`config.mk`:
```
export PLATFORM = sky130hd
export DESIGN_NAME = mem_arbiter_flat
export DESIGN_NICKNAME = d
export VERILOG_FILES = /design/src/rtl/mem_arb_pkg.sv /design/src/rtl/mem_arbiter_if.sv /design/src/rtl/mem_arb_pick.sv /design/src/rtl/mem_arbiter.sv /design/src/flat_wrapper.sv
export SDC_FILE = /design/constraint.sdc
export NUM_CORES = 1
export LEC_CHECK = 0
export ABC_AREA = 1
export CAP_MARGIN = 20
export CORE_MARGIN = 1.5
export CORE_UTILIZATION = 42
export DETAILED_ROUTE_END_ITERATION = 8
export PLACE_DENSITY = 0.81
export SETUP_SLACK_MARGIN = 0.02
export SLEW_MARGIN = 20
export SYNTH_ARGS = -nofsm -noshare
export SYNTH_HDL_FRONTEND = slang
export SYNTH_SLANG_ARGS = --single-unit
```
`constraint.sdc`:
```
create_clock -name clk -period 4.75 [get_ports clk]
set_clock_uncertainty 0.1 [all_clocks]
set_input_delay 0.475 -clock clk [delete_from_list [all_inputs] [get_ports clk]]
set_output_delay 0.475 -clock clk [all_outputs]
set_load 0.1 [all_outputs]
```
`src/rtl/mem_arb_pkg.sv`:
```
// Shared types for the main-memory arbiter.
//   state_t : transaction FSM state (IDLE -> REQ -> WAIT -> IDLE)
//   owner_t : which requester owns the transaction in flight
package mem_arb_pkg;

   typedef enum logic [1:0] {
      IDLE = 2'd0,
      REQ  = 2'd1,
      WAIT = 2'd2
   } state_t;

   typedef enum logic [1:0] {
      OWN_NONE = 2'd0,
      OWN_IF   = 2'd1,
      OWN_LS   = 2'd2
   } owner_t;

endpackage

```
`src/rtl/mem_arbiter_if.sv`:
```
// Bundle of every handshake/bus signal around the memory arbiter.
//   if_*  : instruction-fetch requester (read only)
//   ls_*  : load/store requester
//   mem_* : single main-memory port
//   busy  : arbiter has a transaction in flight
// Modports:
//   master : the arbiter itself (drives grants, responses and the memory request)
//   slave  : the surrounding environment (requesters and memory)
interface mem_arbiter_if #(
   parameter int XLEN   = 32,
   parameter int ADDR_W = 32
);
   logic                  if_req;
   logic [ADDR_W-1:0]     if_addr;
   logic                  if_gnt;
   logic                  if_rvalid;
   logic [XLEN-1:0]       if_rdata;

   logic                  ls_req;
   logic                  ls_we;
   logic [ADDR_W-1:0]     ls_addr;
   logic [XLEN-1:0]       ls_wdata;
   logic [XLEN/8-1:0]     ls_wstrb;
   logic                  ls_gnt;
   logic                  ls_rvalid;
   logic [XLEN-1:0]       ls_rdata;

   logic                  mem_req;
   logic                  mem_we;
   logic [ADDR_W-1:0]     mem_addr;
   logic [XLEN-1:0]       mem_wdata;
   logic [XLEN/8-1:0]     mem_wstrb;
   logic                  mem_gnt;
   logic                  mem_rvalid;
   logic [XLEN-1:0]       mem_rdata;

   logic                  busy;

   modport master (
      input  if_req, if_addr,
      output if_gnt, if_rvalid, if_rdata,
      input  ls_req, ls_we, ls_addr, ls_wdata, ls_wstrb,
      output ls_gnt, ls_rvalid, ls_rdata,
      output mem_req, mem_we, mem_addr, mem_wdata, mem_wstrb,
      input  mem_gnt, mem_rvalid, mem_rdata,
      output busy
   );

   modport slave (
      output if_req, if_addr,
      input  if_gnt, if_rvalid, if_rdata,
      output ls_req, ls_we, ls_addr, ls_wdata, ls_wstrb,
      input  ls_gnt, ls_rvalid, ls_rdata,
      input  mem_req, mem_we, mem_addr, mem_wdata, mem_wstrb,
      output mem_gnt, mem_rvalid, mem_rdata,
      input  busy
   );
endinterface

```
`src/rtl/mem_arb_pick.sv`:
```
// Combinational winner select between instruction fetch and load/store.
//   i_if_req      : fetch is requesting
//   i_ls_req      : load/store is requesting
//   i_streak_full : load/store has won STREAK_MAX times in a row while fetch waited
//   o_pick_if     : fetch wins this cycle
//   o_pick_ls     : load/store wins this cycle
module mem_arb_pick (
   input  logic i_if_req,
   input  logic i_ls_req,
   input  logic i_streak_full,
   output logic o_pick_if,
   output logic o_pick_ls
);
   // LS has priority unless fetch has been waiting through a full streak.
   assign o_pick_ls = i_ls_req && !(i_if_req && i_streak_full);
   assign o_pick_if = i_if_req && !o_pick_ls;
endmodule

```
`src/rtl/mem_arbiter.sv`:
```
// Shares one main-memory port between instruction fetch and load/store.
// One transaction in flight at a time; LS has priority, a streak counter keeps
// fetch from starving.
//   clk  : rising-edge clock
//   rst  : asynchronous active-high reset
//   bus  : mem_arbiter_if master view (requesters, memory port, busy)
module mem_arbiter
   import mem_arb_pkg::*;
#(
   parameter int XLEN       = 32,
   parameter int ADDR_W     = 32,
   parameter int STREAK_MAX = 4
)(
   input  logic          clk,
   input  logic          rst,
   mem_arbiter_if.master bus
);
   localparam int STRB_W = XLEN / 8;
   localparam int SW     = $clog2(STREAK_MAX + 1);

   state_t              r_state;
   owner_t              r_owner;
   logic [SW-1:0]       r_streak;

   logic                r_mem_req;
   logic                r_mem_we;
   logic [ADDR_W-1:0]   r_mem_addr;
   logic [XLEN-1:0]     r_mem_wdata;
   logic [STRB_W-1:0]   r_mem_wstrb;

   logic                r_if_rvalid;
   logic                r_ls_rvalid;
   logic [XLEN-1:0]     r_if_rdata;
   logic [XLEN-1:0]     r_ls_rdata;

   logic                w_idle;
   logic                w_streak_full;
   logic                w_pick_if;
   logic                w_pick_ls;

   assign w_idle        = (r_state == IDLE);
   assign w_streak_full = (r_streak == SW'(STREAK_MAX));

   mem_arb_pick u_pick (
      .i_if_req      (bus.if_req),
      .i_ls_req      (bus.ls_req),
      .i_streak_full (w_streak_full),
      .o_pick_if     (w_pick_if),
      .o_pick_ls     (w_pick_ls)
   );

   // Grants are same-cycle pulses; gated by rst so every output is 0 in reset.
   assign bus.if_gnt    = w_idle && w_pick_if && !rst;
   assign bus.ls_gnt    = w_idle && w_pick_ls && !rst;

   assign bus.mem_req   = r_mem_req;
   assign bus.mem_we    = r_mem_we;
   assign bus.mem_addr  = r_mem_addr;
   assign bus.mem_wdata = r_mem_wdata;
   assign bus.mem_wstrb = r_mem_wstrb;

   assign bus.if_rvalid = r_if_rvalid;
   assign bus.if_rdata  = r_if_rdata;
   assign bus.ls_rvalid = r_ls_rvalid;
   assign bus.ls_rdata  = r_ls_rdata;

   assign bus.busy      = !w_idle;

   always_ff @(posedge clk or posedge rst) begin
      if (rst) begin
         r_state     <= IDLE;
         r_owner     <= OWN_NONE;
         r_streak    <= '0;
         r_mem_req   <= 1'b0;
         r_mem_we    <= 1'b0;
         r_mem_addr  <= '0;
         r_mem_wdata <= '0;
         r_mem_wstrb <= '0;
         r_if_rvalid <= 1'b0;
         r_ls_rvalid <= 1'b0;
         r_if_rdata  <= '0;
         r_ls_rdata  <= '0;
      end else begin
         r_if_rvalid <= 1'b0;
         r_ls_rvalid <= 1'b0;
         case (r_state)
            IDLE: begin
               if (w_pick_ls) begin
                  r_owner     <= OWN_LS;
                  r_mem_req   <= 1'b1;
                  r_mem_we    <= bus.ls_we;
                  r_mem_addr  <= bus.ls_addr;
                  r_mem_wdata <= bus.ls_wdata;
                  r_mem_wstrb <= bus.ls_wstrb;
                  r_state     <= REQ;
                  // Count only grants that made a waiting fetch lose.
                  if (!bus.if_req)
                     r_streak <= '0;
                  else if (!w_streak_full)
                     r_streak <= r_streak + SW'(1);
               end else if (w_pick_if) begin
                  r_owner     <= OWN_IF;
                  r_mem_req   <= 1'b1;
                  r_mem_we    <= 1'b0;
                  r_mem_addr  <= bus.if_addr;
                  r_mem_wdata <= '0;
                  r_mem_wstrb <= '1;
                  r_state     <= REQ;
                  r_streak    <= '0;
               end
            end
            REQ: begin
               if (bus.mem_gnt) begin
                  r_mem_req <= 1'b0;
                  r_state   <= WAIT;
               end
            end
            WAIT: begin
               if (bus.mem_rvalid) begin
                  if (r_owner == OWN_IF) begin
                     r_if_rvalid <= 1'b1;
                     r_if_rdata  <= bus.mem_rdata;
                  end
                  if (r_owner == OWN_LS) begin
                     r_ls_rvalid <= 1'b1;
                     r_ls_rdata  <= bus.mem_rdata;
                  end
                  r_owner <= OWN_NONE;
                  r_state <= IDLE;
               end
            end
            default: begin
               r_state   <= IDLE;
               r_owner   <= OWN_NONE;
               r_mem_req <= 1'b0;
            end
         endcase
      end
   end
endmodule
```
`src/flat_wrapper.sv`:
```
// flat-port wrapper written by rule: the top's interface ports become plain ports
module mem_arbiter_flat import mem_arb_pkg::*;
#(
   parameter int XLEN       = 32,
   parameter int ADDR_W     = 32,
   parameter int STREAK_MAX = 4
)
  (clk, rst, bus_if_req, bus_if_addr, bus_if_gnt, bus_if_rvalid, bus_if_rdata, bus_ls_req, bus_ls_we, bus_ls_addr, bus_ls_wdata, bus_ls_wstrb, bus_ls_gnt, bus_ls_rvalid, bus_ls_rdata, bus_mem_req, bus_mem_we, bus_mem_addr, bus_mem_wdata, bus_mem_wstrb, bus_mem_gnt, bus_mem_rvalid, bus_mem_rdata, bus_busy);
  mem_arbiter_if #(.XLEN(XLEN), .ADDR_W(ADDR_W)) bus_i ();
  input  logic clk;
  input  logic rst;
  input wire logic [$bits(bus_i.if_req)-1:0] bus_if_req;
  input wire logic [$bits(bus_i.if_addr)-1:0] bus_if_addr;
  output wire logic [$bits(bus_i.if_gnt)-1:0] bus_if_gnt;
  output wire logic [$bits(bus_i.if_rvalid)-1:0] bus_if_rvalid;
  output wire logic [$bits(bus_i.if_rdata)-1:0] bus_if_rdata;
  input wire logic [$bits(bus_i.ls_req)-1:0] bus_ls_req;
  input wire logic [$bits(bus_i.ls_we)-1:0] bus_ls_we;
  input wire logic [$bits(bus_i.ls_addr)-1:0] bus_ls_addr;
  input wire logic [$bits(bus_i.ls_wdata)-1:0] bus_ls_wdata;
  input wire logic [$bits(bus_i.ls_wstrb)-1:0] bus_ls_wstrb;
  output wire logic [$bits(bus_i.ls_gnt)-1:0] bus_ls_gnt;
  output wire logic [$bits(bus_i.ls_rvalid)-1:0] bus_ls_rvalid;
  output wire logic [$bits(bus_i.ls_rdata)-1:0] bus_ls_rdata;
  output wire logic [$bits(bus_i.mem_req)-1:0] bus_mem_req;
  output wire logic [$bits(bus_i.mem_we)-1:0] bus_mem_we;
  output wire logic [$bits(bus_i.mem_addr)-1:0] bus_mem_addr;
  output wire logic [$bits(bus_i.mem_wdata)-1:0] bus_mem_wdata;
  output wire logic [$bits(bus_i.mem_wstrb)-1:0] bus_mem_wstrb;
  input wire logic [$bits(bus_i.mem_gnt)-1:0] bus_mem_gnt;
  input wire logic [$bits(bus_i.mem_rvalid)-1:0] bus_mem_rvalid;
  input wire logic [$bits(bus_i.mem_rdata)-1:0] bus_mem_rdata;
  output wire logic [$bits(bus_i.busy)-1:0] bus_busy;
  assign bus_i.if_req = bus_if_req;
  assign bus_i.if_addr = bus_if_addr;
  assign bus_if_gnt = bus_i.if_gnt;
  assign bus_if_rvalid = bus_i.if_rvalid;
  assign bus_if_rdata = bus_i.if_rdata;
  assign bus_i.ls_req = bus_ls_req;
  assign bus_i.ls_we = bus_ls_we;
  assign bus_i.ls_addr = bus_ls_addr;
  assign bus_i.ls_wdata = bus_ls_wdata;
  assign bus_i.ls_wstrb = bus_ls_wstrb;
  assign bus_ls_gnt = bus_i.ls_gnt;
  assign bus_ls_rvalid = bus_i.ls_rvalid;
  assign bus_ls_rdata = bus_i.ls_rdata;
  assign bus_mem_req = bus_i.mem_req;
  assign bus_mem_we = bus_i.mem_we;
  assign bus_mem_addr = bus_i.mem_addr;
  assign bus_mem_wdata = bus_i.mem_wdata;
  assign bus_mem_wstrb = bus_i.mem_wstrb;
  assign bus_i.mem_gnt = bus_mem_gnt;
  assign bus_i.mem_rvalid = bus_mem_rvalid;
  assign bus_i.mem_rdata = bus_mem_rdata;
  assign bus_busy = bus_i.busy;
  mem_arbiter #(.XLEN(XLEN), .ADDR_W(ADDR_W), .STREAK_MAX(STREAK_MAX)) u_core (.clk(clk), .rst(rst), .bus(bus_i));
endmodule
```
==> impl_metrics.prom <==
# TYPE chip_impl_metric gauge
chip_impl_info{name="cp-start-kind",value="primary input"} 1
chip_impl_metric{name="setup_viol",unit=""} 0
chip_impl_metric{name="wire_length_of_the_first_global_routing_pass",unit="um"} 29900
chip_impl_metric{name="num_vias",unit=""} 5968
chip_impl_metric{name="track_usage",unit=""} 0.2423
chip_impl_metric{name="synth_top_area_share",unit=""} 0.5789
chip_impl_info{name="hp-start",value="u_core.bus.ls_rdata[11]"} 1
chip_impl_metric{name="cts_buffers",unit=""} 17
chip_impl_metric{name="io_buf_count",unit=""} 277
chip_impl_metric{name="average_footprint_of_a_synthesized_cell",unit="um^2"} 8.006
chip_impl_metric{name="worst_hold_path.num_cells",unit=""} 2
chip_impl_metric{name="drv.max_cap_violation_count",unit=""} 0
chip_impl_metric{name="synth.yosys.seq_area_share",unit=""} 0.5789
chip_impl_metric{name="reg2reg_slack",unit="ns"} 2.37
chip_impl_metric{name="cts.clk_slew.worst_paths",unit="ns"} 0.06
chip_impl_metric{name="dr.first_iter.drc_count",unit=""} 381
chip_impl_metric{name="floorplan.die.height",unit="um"} 124.3
chip_impl_metric{name="holdBufCountCts",unit=""} 0
chip_impl_metric{name="rr_worst_depth",unit=""} 8
chip_impl_metric{name="tightest_slew",unit="ns"} 1.039
chip_impl_metric{name="first_pass_iters",unit=""} 5
chip_impl_info{name="clock_tree.root_cell",value="clkbuf_16"} 1
chip_impl_metric{name="start_util",unit=""} 0.4285
chip_impl_info{name="unrepaired_setup_endpoints_after_global_routing",value="false"} 1
chip_impl_metric{name="post-route-worst-setup-slack",unit="ns"} 1.193
chip_impl_metric{name="post_route_cells_drive_above_1_share",unit=""} 0.04689
chip_impl_metric{name="postRouteWirelength",unit="um"} 18350
chip_impl_info{name="min_path_type",value="reg2reg"} 1
chip_impl_metric{name="synth.yosys.warnings",unit=""} 0
chip_impl_metric{name="finalWeightedCongestion",unit=""} 0.8225
chip_impl_metric{name="core_region_area",unit="um^2"} 14420
chip_impl_metric{name="synth_cells",unit=""} 772
chip_impl_metric{name="cts_max_level",unit=""} 4
chip_impl_info{name="worst_r2r_end",value="u_core.bus.mem_addr[20]"} 1
chip_impl_metric{name="post_drt_wl_per_cell",unit="um"} 14.93
chip_impl_metric{name="worst_skew_pair.late_latency",unit="ns"} 0.41
chip_impl_metric{name="relSlewSlack",unit=""} 0.3053
chip_impl_info{name="worstHoldEndpoint",value="u_core.bus.ls_rdata[11]"} 1
chip_impl_metric{name="gates_resized_cts_repair",unit=""} 0
chip_impl_metric{name="post_synth_design_cell_area",unit="um^2"} 6181
chip_impl_metric{name="fin_crit_sh",unit=""} 0.7489
chip_impl_metric{name="antenna_cells_inserted",unit=""} 0
chip_impl_metric{name="die_footprint",unit="um^2"} 15450
chip_impl_info{name="critPathKind",value="in2out"} 1
chip_impl_metric{name="layout.cells.non_filler",unit=""} 1229
chip_impl_metric{name="via_count_of_the_first_global_routing_pass",unit=""} 5873
chip_impl_metric{name="yosys.cell_types.count",unit=""} 16
chip_impl_info{name="layout.cells.most_common",value="nand2_1"} 1
chip_impl_metric{name="floorplan.io_pins",unit=""} 278
chip_impl_metric{name="grt_start_max_net_pins",unit=""} 115
chip_impl_metric{name="timing_max_transition_violations_final",unit=""} 0
chip_impl_metric{name="clkSinkCount",unit=""} 143
chip_impl_info{name="cts_tree",value="done"} 1
chip_impl_metric{name="antenna_found_initial",unit=""} 0
chip_impl_info{name="synth.area.top_cells",value="dfrtp_1, nand2_1, nand3_1, inv_1, buf_2"} 1
chip_impl_info{name="outcome",value="finished clean"} 1
chip_impl_metric{name="cp_data_arrival_time",unit="ns"} 2.98
chip_impl_metric{name="period_minus_slack",unit="ns"} 3.557
chip_impl_metric{name="cts_max_path_buffers",unit=""} 2
chip_impl_info{name="rr_startpoint",value="u_core.r_streak[0]"} 1
chip_impl_metric{name="dp_worst_setup_slack",unit="ns"} 1.182
chip_impl_metric{name="row_count",unit=""} 44
chip_impl_metric{name="die_w",unit="um"} 124.3
chip_impl_info{name="final_cell_mix",value="nand2_1, clkdlybuf4s50_1, dfrtp_1"} 1
chip_impl_metric{name="post-cts-setup-buffer-count",unit=""} 0
chip_impl_metric{name="area.growth.synth_to_final",unit="%"} 56.70
chip_impl_metric{name="wp_data_required",unit="ns"} 4.18
chip_impl_info{name="end_kind",value="primary output"} 1
chip_impl_metric{name="mappedNetlistNets",unit=""} 913
chip_impl_info{name="netlist.top_cell.by_area",value="dfrtp_1"} 1
chip_impl_metric{name="drt-vias-per-instance",unit=""} 4.856
chip_impl_metric{name="ys_ff_latch",unit=""} 143
chip_impl_metric{name="post-route-drc-count",unit=""} 0
chip_impl_metric{name="worst_hold_slack",unit="ns"} 0.3662
chip_impl_metric{name="grt_overflow_total",unit=""} 0
chip_impl_metric{name="finalHoldViolations",unit=""} 0
chip_impl_metric{name="num-nets-final",unit=""} 1175
chip_impl_metric{name="antenna_left",unit=""} 0
chip_impl_metric{name="post-place-cells",unit=""} 1199
chip_impl_metric{name="fmax",unit="GHz"} 0.2811
chip_impl_metric{name="tns",unit="ns"} 0
chip_impl_metric{name="hpwl_after_dpl",unit="um"} 12540
chip_impl_metric{name="critical_path.max_fanout",unit=""} 37
-- synthesized netlist by cell type (all sizes together) --
master / instances
buf: 26
clkbuf: 15
dfrtp: 143
ha: 2
inv: 80
nand2: 384
nand3: 105
nand4: 3
nor2: 7
o21ai: 7
-- sequential cells by signal, summed over array words and instances (netlist names) --
register / count
u_core.bus.mem_we: 1
u_core.r_streak: 3
u_core.bus.ls_rdata: 32
u_core.bus.if_rvalid: 1
u_core.r_state: 2
u_core.bus.mem_req: 1
u_core.bus.ls_rvalid: 1
u_core.bus.mem_wstrb: 4
u_core.r_owner: 2
u_core.bus.mem_addr: 32
u_core.bus.mem_wdata: 32
u_core.bus.if_rdata: 32
-- worst max-delay path, cell delays in order --
cell and delay (ns):
clkdlybuf4s50_1 0.62, nand3_2 0.57, nand2_1 0.29, buf_4 0.39
nand3_1 0.17, nor2_1 0.22, buf_12 0.21
-- layer usage --
layer | vias to the layer above | track usage | routed length [um]
met3 | 39 | 0.07388 | 1592
li1 | 2863 | - | -
met1 | 2779 | 0.2964 | 7320
met4 | 0 | 0.09466 | 442
met5 | - | 0 | 0
met2 | 287 | 0.4021 | 8991
-- worst max path at each step --
stage	from	to	cells after the start
CTS	bus_if_req	bus_if_gnt	7
floorplan	rst	u_core.bus.if_rdata[0]	1
finish	bus_if_req	bus_if_gnt	7
detailed placement	bus_if_req	bus_if_gnt	7
global placement	bus_if_req	bus_if_gnt	7
global route	bus_if_req	bus_if_gnt	7
-- per-stage QoR --
step | instance area [um^2] | utilization
2_1_floorplan | 6181 | -
3_3_place_gp | 9069 | 0.6287
3_5_place_dp | 9069 | 0.6287
4_1_cts | 9678 | 0.6710
5_1_grt | 9686 | 0.6715
6_report | 9686 | 0.6715
-- area by class of cell --
type | instances | area [um^2]
clock inverter | 10 | 162.7
clock buffer | 20 | 446.7
fill | 1175 | 4738
tap | 184 | 230.2
timing repair buffer | 284 | 2858
sequential | 143 | 3578
multi-input combinational | 508 | 2102
inverter | 80 | 307.8
-- kinds of logic (layout without fill, tap and decap cells) --
family	Yosys count	after routing	synth area share
AO/OA/AOI/OAI	7	7	0.005667
adder cells (fa/ha/maj)	2	2	0.004048
buffers and inverters	121	394	0.08299
flip-flops	143	143	0.5789
AND/OR/NAND/NOR	499	499	0.3283
Power is left out: the tool's default activity adds up to more than one toggle a clock period on the data nets, which glitch-free logic cannot reach.
